### src/rtl/steer_pkg.sv
// steer_pkg: shared constants for the 1-to-2 stream steering stage
package steer_pkg;
  localparam logic SEL_OUT0 = 1'b0;
  localparam logic SEL_OUT1 = 1'b1;
  localparam logic MODE_SEL = 1'b0;
  localparam logic MODE_ALT = 1'b1;
  localparam int STEER_DW = 8;
endpackage

### src/rtl/steer_slot.sv
// steer_slot: one-entry valid/data holding register with load and drain
module steer_slot #(
  parameter int DW = 8
) (
  input  logic          clk,
  input  logic          rst_n,
  input  logic          load,
  input  logic [DW-1:0] d,
  input  logic          ready,
  output logic          valid,
  output logic [DW-1:0] data,
  output logic          free
);
  assign free = ~valid | ready;
  always_ff @(posedge clk or negedge rst_n) begin
    if (!rst_n) begin
      valid <= 1'b0;
      data  <= '0;
    end else begin
      valid <= load | (valid & ~ready);
      if (load) data <= d;
    end
  end
endmodule

### src/rtl/stream_steer_1to2.sv
// stream_steer_1to2: registered 1-to-2 valid/ready steering stage, explicit or ping-pong target
// STEER_STATS_EN adds cnt_clr/cnt0/cnt1 per-output drain counters
module stream_steer_1to2
  import steer_pkg::*;
#(
  parameter int DW = STEER_DW
`ifdef STEER_STATS_EN
  , parameter int CNT_W = 16
`endif
) (
  input  logic          clk,
  input  logic          rst_n,
  input  logic          in_valid,
  output logic          in_ready,
  input  logic [DW-1:0] in_data,
  input  logic          in_sel,
  input  logic          mode,
  output logic          alt_ptr,
  output logic          out0_valid,
  input  logic          out0_ready,
  output logic [DW-1:0] out0_data,
  output logic          out1_valid,
  input  logic          out1_ready,
  output logic [DW-1:0] out1_data
`ifdef STEER_STATS_EN
  ,
  input  logic             cnt_clr,
  output logic [CNT_W-1:0] cnt0,
  output logic [CNT_W-1:0] cnt1
`endif
);
  logic tgt, acc, free0, free1;
  assign tgt = (mode == MODE_ALT) ? alt_ptr : in_sel;
  assign in_ready = (tgt == SEL_OUT1) ? free1 : free0;
  assign acc = in_valid & in_ready;
  steer_slot #(.DW(DW)) u_slot0 (
    .clk(clk), .rst_n(rst_n), .load(acc & (tgt == SEL_OUT0)), .d(in_data),
    .ready(out0_ready), .valid(out0_valid), .data(out0_data), .free(free0)
  );
  steer_slot #(.DW(DW)) u_slot1 (
    .clk(clk), .rst_n(rst_n), .load(acc & (tgt == SEL_OUT1)), .d(in_data),
    .ready(out1_ready), .valid(out1_valid), .data(out1_data), .free(free1)
  );
  always_ff @(posedge clk or negedge rst_n) begin
    if (!rst_n) alt_ptr <= 1'b0;
    else if (acc && mode == MODE_ALT) alt_ptr <= ~alt_ptr;
  end
`ifdef STEER_STATS_EN
  logic drain0, drain1;
  assign drain0 = out0_valid & out0_ready;
  assign drain1 = out1_valid & out1_ready;
  always_ff @(posedge clk or negedge rst_n) begin
    if (!rst_n) begin
      cnt0 <= '0;
      cnt1 <= '0;
    end else if (cnt_clr) begin
      cnt0 <= '0;
      cnt1 <= '0;
    end else begin
      cnt0 <= cnt0 + CNT_W'(drain0);
      cnt1 <= cnt1 + CNT_W'(drain1);
    end
  end
`endif
endmodule

### config.mk
export PLATFORM = sky130hd
export DESIGN_NAME = stream_steer_1to2
export DESIGN_NICKNAME = d
export VERILOG_FILES = /design/src/rtl/steer_pkg.sv /design/src/rtl/steer_slot.sv /design/src/rtl/stream_steer_1to2.sv
export SDC_FILE = /design/constraint.sdc
export NUM_CORES = 1
export LEC_CHECK = 0
export BUFFER_PORTS_ARGS = -buffer_cell sky130_fd_sc_hd__buf_2
export CAP_MARGIN = 10
export CORE_ASPECT_RATIO = 1.5
export CORE_MARGIN = 4
export CORE_UTILIZATION = 35
export DETAILED_ROUTE_END_ITERATION = 8
export HOLD_SLACK_MARGIN = 0.1
export PLACE_DENSITY = 0.65
export SLEW_MARGIN = 5
export SYNTH_ARGS = -nofsm -noshare
export SYNTH_HDL_FRONTEND = slang
export SYNTH_SLANG_ARGS = --single-unit
### constraint.sdc
create_clock -name clk -period 1.33 [get_ports clk]
set_input_delay 0.0665 -clock clk [delete_from_list [all_inputs] [get_ports clk]]
set_output_delay 0.0665 -clock clk [all_outputs]
set_load 0.05 [all_outputs]
==> results of run 1 <==
-- worst paths after layout --
check | to | startpoint | slack [ns] | depth (start not counted)
min in group asynchronous | u_slot0.data[7]$_DFFE_PN0P_ | rst_n | 0.23 | 2
max reg2reg | u_slot1.data[6]$_DFFE_PN0P_ | alt_ptr$_DFFE_PN0P_ | -0.06 | 4
max | in_ready | alt_ptr$_DFFE_PN0P_ | -0.10 | 3
min reg2reg | u_slot1.data[5]$_DFFE_PN0P_ | u_slot1.data[5]$_DFFE_PN0P_ | 0.51 | 1
min | u_slot1.valid$_DFF_PN0_ | in_valid | 0.15 | 3
max in group asynchronous | u_slot1.valid$_DFF_PN0_ | rst_n | 0.78 | 2
-- metrics by stage --
step | power (W) | hold slack, ns
2_1_floorplan | 0.00185 | -0.229
3_3_place_gp | 0.00215 | 0.0283
3_5_place_dp | 0.00217 | 0.0274
4_1_cts | 0.00253 | 0.130
5_1_grt | 0.00264 | 0.152
6_report | 0.00251 | 0.152
-- worst min-delay path: cells and delay by family --
| family | cells | cell delay, ns |
|---|---|---|
| buffers and inverters | 1 | 0.17 |
| and+or+nand+nor | 2 | 0.17 |
-- cell type report --
class                      count  area share, %
clock buffer                   4           2.30
timing repair buffer          46           25.5
tap                           22           2.40
sequential                    19           41.9
multi-input combinational     28           28.0
-- synth_stat cells --
library cell | instances | area (µm²)
dfrtp_1 | 19 | 475
mux2_2 | 17 | 191
nand2_1 | 2 | 7.51
nand2b_1 | 2 | 12.5
a31oi_1 | 1 | 6.26
a41oi_1 | 1 | 8.76
mux2i_2 | 1 | 13.8
nand3_2 | 1 | 10.0
nand3b_4 | 1 | 20.0
-- per-layer routing --
| layer | vias to the layer above | routed length, µm | global-route usage (%) |
|---|---|---|---|
| li1 | 269 | - | - |
| met1 | 275 | 623 | 15.9 |
| met2 | 21 | 829 | 20.3 |
| met3 | 4 | 119 | 2.78 |
| met4 | 0 | 33 | 6.41 |
| met5 | - | 0 | 0 |
-- cells by family (layout without fill, tap and decap cells) --
group                  Yosys count  in the layout  share of synthesized area [%]
AOI/OAI and AO/OA                2              2                           2.01
buffers and inverters            0             50                              0
DFF                             19             19                           63.8
muxes                           18             18                           27.5
and+or+nand+nor                  6              8                           6.71
-- power by group through the flow --
stage | clock network [W] | logic [W] | registers (W)
2_1_floorplan | 0 | 0.000262 | 0.00159
3_3_place_gp | 0 | 0.00128 | 0.000875
3_5_place_dp | 0 | 0.00129 | 0.000885
4_1_cts | 0.000292 | 0.00136 | 0.000876
5_1_grt | 0.000318 | 0.00142 | 0.000905
6_report | 0.000282 | 0.00135 | 0.000871
-- registers in the layout, summed over array words and instances (netlist names) --
register,flops
alt_ptr,1
u_slot0.data,8
u_slot0.valid,1
u_slot1.data,8
u_slot1.valid,1
-- timing repair --
action | CTS | global route
endpoints found under the setup margin | 17 | 17
hold endpoints to repair | 36 | 0
cloned | 1 | 1
resized for setup | 6 | 0
pin swaps | 0 | 0
hold buffers | 10 | 0
buffers inserted | 1 | 0
-- cells in the final DEF, fill, tap and decap left out --
master,n
a31oi_1,1
a41oi_1,1
buf_2,33
buf_4,2
buf_6,1
clkbuf_1,1
clkbuf_4,3
dfrtp_1,16
dfrtp_2,3
dlygate4sd3_1,10
mux2_2,16
mux2_4,1
mux2i_4,1
nand2_1,2
nand2b_1,2
nand3_2,1
nand3_4,1
nand3b_4,2
==> metrics.md, run 1 <==
| Metric | Value |
|---|---|
| TNS Setup | `-0.462 ns` |
| Cell Count, Final, Fillers Out | `~120` |
| FP Rows | `20` |
| Global route overflow | `0` |
| Clock Pin Slew Worst Setup and Hold Paths | `0.10 ns` |
| Syn avg cell area | `approximately 17 µm²` |
| Crit path kind | `flop to output pin` |
| Finished Core Util | `about 56%` |
| Fin crit share | `108%` |
| Area growth syn-to-layout | `53.5%` |
| # DRC | `0` |
| Initial drt markers | `5` |
| First-pass GRT wire length | `about 2.8 mm` |
| DP Wirelength | `about 1.1 mm` |
| Status | `finished with violations` |
| Fin nets | `113` |
| Via density | `around 4.8` |
| CP max FO | `2` |
| Routed WL per cell | `approximately 13 µm` |
| Sequential share of the synthesized area | `63.8%` |
| Clock latency on the worst-skew pair | `0.29 ns` |
| Fin Clk Skew | `around 0.0054 ns` |
| Ant. Diodes | `0` |
| Arrival time worst endpoint | `1.36 ns` |
| Post-Synthesis Cells | `45` |
| Root Driver | `clkbuf_4` |
| Die X | `approximately 46 µm` |
| Seq cells post-synth | `19` |
| Combinational Power Share | `around 54%` |
| Placed cell area | `about 950 µm²` |
| RePlAce Congestion | `between 0.7 and 0.8` |
| Worst hold path class | `input pin to flop` |
| Hold violation total from the final report | `0` |
| Inst Count DP | `~100` |
| GRT Total Usage | `between 10% and 20%` |
| Mapped Area | `746 µm²` |
| PD cells | `between 2000 and 2500 nW/µm²` |
| Core ar. | `between 2000 and 2500 µm²` |
| Violated checks | `setup timing` |
| Slew headroom | `between 70% and 80%` |
| CTS H-tree lvls | `1` |
| Die Y-Extent | `around 65 µm` |
| Yosys warns | `0` |
| Fillers | `around 170` |
| Worst setup SP type | `flop` |
| Final Setup Violations | `9` |
| Design area | `1140 µm²` |
| LEAKAGE | `between 0.5 and 0.6 nW` |
| Final min period | `about 1.4 ns` |
| Final Worst Setup Slack | `-0.100 ns` |
| IO Pins | `35` |
| Drt total wl | `between 1.5 and 2 mm` |
| Vias in the first global route | `slightly above 600` |
| Worst EP required | `about 1.3 ns` |
| Worst vdd ir | `between 1 and 1.5 mV` |
| CP Cell Sequence | `mux2i_4 -> mux2_4 -> buf_6` |
| F_max | `around 700 MHz` |
| Post-route ant nets | `0` |
| CTS tree | `built` |
| Area occupied by registers | `~480 µm²` |
| Clock Sinks | `19` |
| Initial core utilization | `between 30% and 40%` |
| Sw Pwr | `between 0.001 and 0.0015 W` |
| PortBufs | `34` |
| Total CTS buffers | `3` |
| Clk buf depth | `2` |
| Initial antenna violation count | `0` |
| Via count | `around 570` |
| Nature of the critical path endpoint | `output pin` |
| Slowest cell delay on critical path | `0.44 ns` |
| Buf+Inv Stages, Crit Path | `1` |
| Sw frac | `between 40% and 50%` |
| Crit-path slowest cell | `dfrtp_2` |
| Largest net degree at the start of global routing | `20` |
| Least-Margin Pin Slew | `around 0.42 ns` |
| P_int | `around 0.0013 W` |
| Final slew viol count | `0` |
| Die ar. | `around 3000 µm²` |
| Clk pwr share | `11.3%` |
| Seq pwr share | `between 30% and 40%` |
| Max-cap violations | `0` |
| Area of the multi-input gates | `roughly 320 µm²` |
| Share of layout cells above drive strength 1 | `66.0%` |
| Synth unique cells | `9` |
| Syn nets | `60` |
| RSZ-0062 raised after global routing | `yes` |
| Top delay family on crit path | `multiplexers` |
| Post-Place Worst Slack | `-0.0345 ns` |
| TritonRoute pass-1 iters | `3` |
Note: power is estimated with default switching activity, not from simulation.
==> run 2: changes to the inputs <==
--- a/config.mk
+++ b/config.mk
@@ -5,14 +5,13 @@
 export SDC_FILE = /design/constraint.sdc
 export NUM_CORES = 1
 export LEC_CHECK = 0
-export BUFFER_PORTS_ARGS = -buffer_cell sky130_fd_sc_hd__buf_2
+export BUFFER_PORTS_ARGS = -buffer_cell sky130_fd_sc_hd__buf_4
 export CAP_MARGIN = 10
-export CORE_ASPECT_RATIO = 1.5
 export CORE_MARGIN = 4
-export CORE_UTILIZATION = 35
+export CORE_UTILIZATION = 39
 export DETAILED_ROUTE_END_ITERATION = 8
 export HOLD_SLACK_MARGIN = 0.1
-export PLACE_DENSITY = 0.65
+export PLACE_DENSITY = 0.72
 export SLEW_MARGIN = 5
 export SYNTH_ARGS = -nofsm -noshare
 export SYNTH_HDL_FRONTEND = slang
==> run 2 against run 1 <==
The run still ends with setup timing left; design area grew 14%; critical path type unchanged; combinational power up 17%; worst setup slack worse by 0.080 ns; via count is 7.7% higher; largest cell class unchanged; sequential share of layout area is 5.0 points lower; clock-buffer cell count is the same; final cell count up 5.9%; non-clock buffer count grew 4; register-to-register slack got worse by 0.08 ns; clock skew is 0.0044 ns lower; sequential power up 2%; critical path depth increased by 1.
==> metrics.md, run 2 (synthesis results as in run 1) <==
| Metric | Value |
|---|---|
| Via density | `4.87 (+1.7%)` |
| RSZ-0062 raised after global routing | `yes` |
| Combinational Power Share | `57.5% (+3.5 points)` |
| Most common cell after layout, fill and taps aside | `buf_4` |
| Root Driver | `clkbuf_4` |
| Slew headroom | `78.8% (+6.8 points)` |
| Violated checks | `setup timing` |
| Largest registers | `u_slot0.data: 8 flops, u_slot1.data: 8 flops` |
| Die Y-Extent | `51.7 µm (-20%)` |
| GRT Total Usage | `14.4% (+1.6 points)` |
| Initial drt markers | `2 (-3)` |
| Total CTS buffers | `3 (unchanged)` |
| Area occupied by registers | `479 µm² (unchanged)` |
| Hold violation total from the final report | `0 (unchanged)` |
| Ant. Diodes | `0 (unchanged)` |
| Clock Sinks | `19 (unchanged)` |
| Met2 WL | `990 µm (+19%)` |
| Worst reg2reg path depth | `5 (+1)` |
| Die X | `51.7 µm (+13%)` |
| Fin Clk Skew | `0.00104 ns (-0.00441 ns)` |
| Worst EP required | `1.26 ns (about the same)` |
| Area growth syn-to-layout | `74.5%` |
| Fin nets | `117 (+3.5%)` |
| Sw frac | `45.9% (-2.7 points)` |
| Post-route ant nets | `0 (unchanged)` |
| Worst hold path class | `input pin to flop` |
| TritonRoute pass-1 iters | `2 (-1)` |
| Final Setup Violations | `17 (+8)` |
| Arrival time worst endpoint | `1.44 ns (+0.08 ns)` |
| DP Wirelength | `1.16 mm (+3.4%)` |
| CTS tree | `built` |
| Worst setup SP type | `flop` |
| Clk pwr share | `10.2% (-1.1 points)` |
| Initial antenna violation count | `0 (unchanged)` |
| F_max | `662 MHz (-5.3%)` |
| Initial core utilization | `42.3% (+5.5 points)` |
| PD cells | `2110 nW/µm² (-3.7%)` |
| PortBufs | `34 (unchanged)` |
| Via count | `613 (+7.7%)` |
| M1 wire length | `754 µm (+21%)` |
| Core ar. | `1760 µm² (-13%)` |
| Clock Pin Slew Worst Setup and Hold Paths | `0.10 ns (about the same)` |
| Routed WL per cell | `14.6 µm (+8.5%)` |
| RePlAce Congestion | `0.658 (-11%)` |
| Clk buf depth | `2 (unchanged)` |
| # DRC | `0 (unchanged)` |
| Final min period | `1.51 ns (+0.0801 ns)` |
| Die ar. | `2680 µm² (-9.3%)` |
| First-pass GRT wire length | `2.79 mm (unchanged)` |
| Most frequent cells in the layout | `buf_4, dfrtp_1, mux2_2, dlygate4sd3_1, mux2_4` |
| Drt total wl | `1.85 mm (+15%)` |
| Final slew viol count | `0 (unchanged)` |
| Status | `finished with violations` |
| Highest Signal Layer | `met3` |
| Fin crit share | `114% (+6.0 points)` |
| Clock latency on the worst-skew pair | `0.28 ns (about the same)` |
| Fillers | `134 (-23%)` |
| Vias in the first global route | `636 (+3.1%)` |
| CTS H-tree lvls | `1 (unchanged)` |
| LEAKAGE | `0.625 nW (+14%)` |
| IO Pins | `35 (unchanged)` |
| Share of layout cells above drive strength 1 | `66.3% (+0.36 points)` |
| Least-Margin Pin Slew | `0.318 ns (-0.103 ns)` |
| Sw Pwr | `0.00126 W (+3.3%)` |
| Final Worst Setup Slack | `-0.180 ns (-0.0801 ns)` |
| Metal3 WL | `101 µm (-15%)` |
| Area of the multi-input gates | `347 µm² (+8.2%)` |
| Global route overflow | `0 (unchanged)` |
| Max-cap violations | `0 (unchanged)` |
| Worst vdd ir | `1.27 mV (+7.7%)` |
| P_int | `0.00148 W (+15%)` |
| CP max FO | `2 (unchanged)` |
| Post-Place Worst Slack | `-0.0360 ns (-0.00149 ns)` |
| Nature of the critical path endpoint | `output pin` |
| Crit path kind | `flop to output pin` |
| FP Rows | `15 (-25%)` |
| Pwr Total | `0.00274 W (+9.4%)` |
| Seq pwr share | `32.3% (-2.4 points)` |
| Worst hold path depth | `3 (unchanged)` |
| Largest net degree at the start of global routing | `20 (unchanged)` |
[run 2: changes by cell type in the layout (fill, tap and decap cells not counted)]
cell / delta
buf_2: -33
buf_4: +34
buf_6: +1
buf_8: +1
dlygate4sd3_1: +1
mux2_2: -5
mux2_4: +5
nand3_2: -1
nand3_4: +1
[run 2: cell type report]
class	count	area share, %
Sequential cell	19	36.8
Timing Repair Buffer	50	32.1
Multi-Input combinational cell	28	26.6
Tap cell	25	2.40
Clock buffer	4	2.02
[run 2: through the flow]
| step | TNS, ns | std cells | utilization, % | hold slack, ns | cell area (µm²) |
|---|---|---|---|---|---|
| global route | -2.20 | 126 | 73.8 | 0.138 | 1300 |
| CTS | -0.804 | 122 | 69.5 | 0.137 | 1230 |
| global placement | 0 | 106 | 59.6 | -0.0456 | 1050 |
| floorplan | -1.22 | 45 | - | -0.229 | 749 |
| detailed placement | -0.411 | 106 | 59.6 | -0.0451 | 1050 |
| finish | -1.33 | 126 | 73.8 | 0.154 | 1300 |
[run 2: final timing paths]
path,slack [ns],startpoint,end
setup reg to reg,-0.14,alt_ptr$_DFFE_PN0P_,u_slot1.data[6]$_DFFE_PN0P_
setup / recovery,-0.18,alt_ptr$_DFFE_PN0P_,in_ready
min in group asynchronous,0.18,rst_n,u_slot1.data[4]$_DFFE_PN0P_
max in group asynchronous,0.94,rst_n,alt_ptr$_DFFE_PN0P_
hold / removal,0.15,mode,alt_ptr$_DFFE_PN0P_
hold reg to reg,0.52,u_slot0.data[3]$_DFFE_PN0P_,u_slot0.data[3]$_DFFE_PN0P_
[run 2: metal layers]
layer,vias up,track usage (%)
met5,-,0
met4,0,5.24
li1,282,-
met2,20,26.1
met1,311,16.1
met3,0,3.72
[run 2: repair_timing]
item / CTS / global route
gates resized for setup: 6 / 8
cloned: 0 / 2
hold endpoints to repair: 36 / 0
hold buffers: 11 / 0
buffers inserted: 1 / 2
setup endpoints to repair: 17 / 17
[run 2: power by group through the flow]
| stage | Sequential (W) | Clock (W) | Combinational [W] |
|---|---|---|---|
| global placement | 0.000886 | 0 | 0.00141 |
| detailed placement | 0.000892 | 0 | 0.00143 |
| floorplan | 0.00159 | 0 | 0.000262 |
| finish | 0.000885 | 0.000279 | 0.00158 |
| CTS | 0.000883 | 0.000299 | 0.00150 |
| global route | 0.000914 | 0.000313 | 0.00164 |
[run 2: worst max-delay path: stages (launching register included)]
cell,delay (ns)
dfrtp_2,0.44
mux2i_4,0.16
buf_6,0.12
mux2_4,0.30
buf_8,0.15
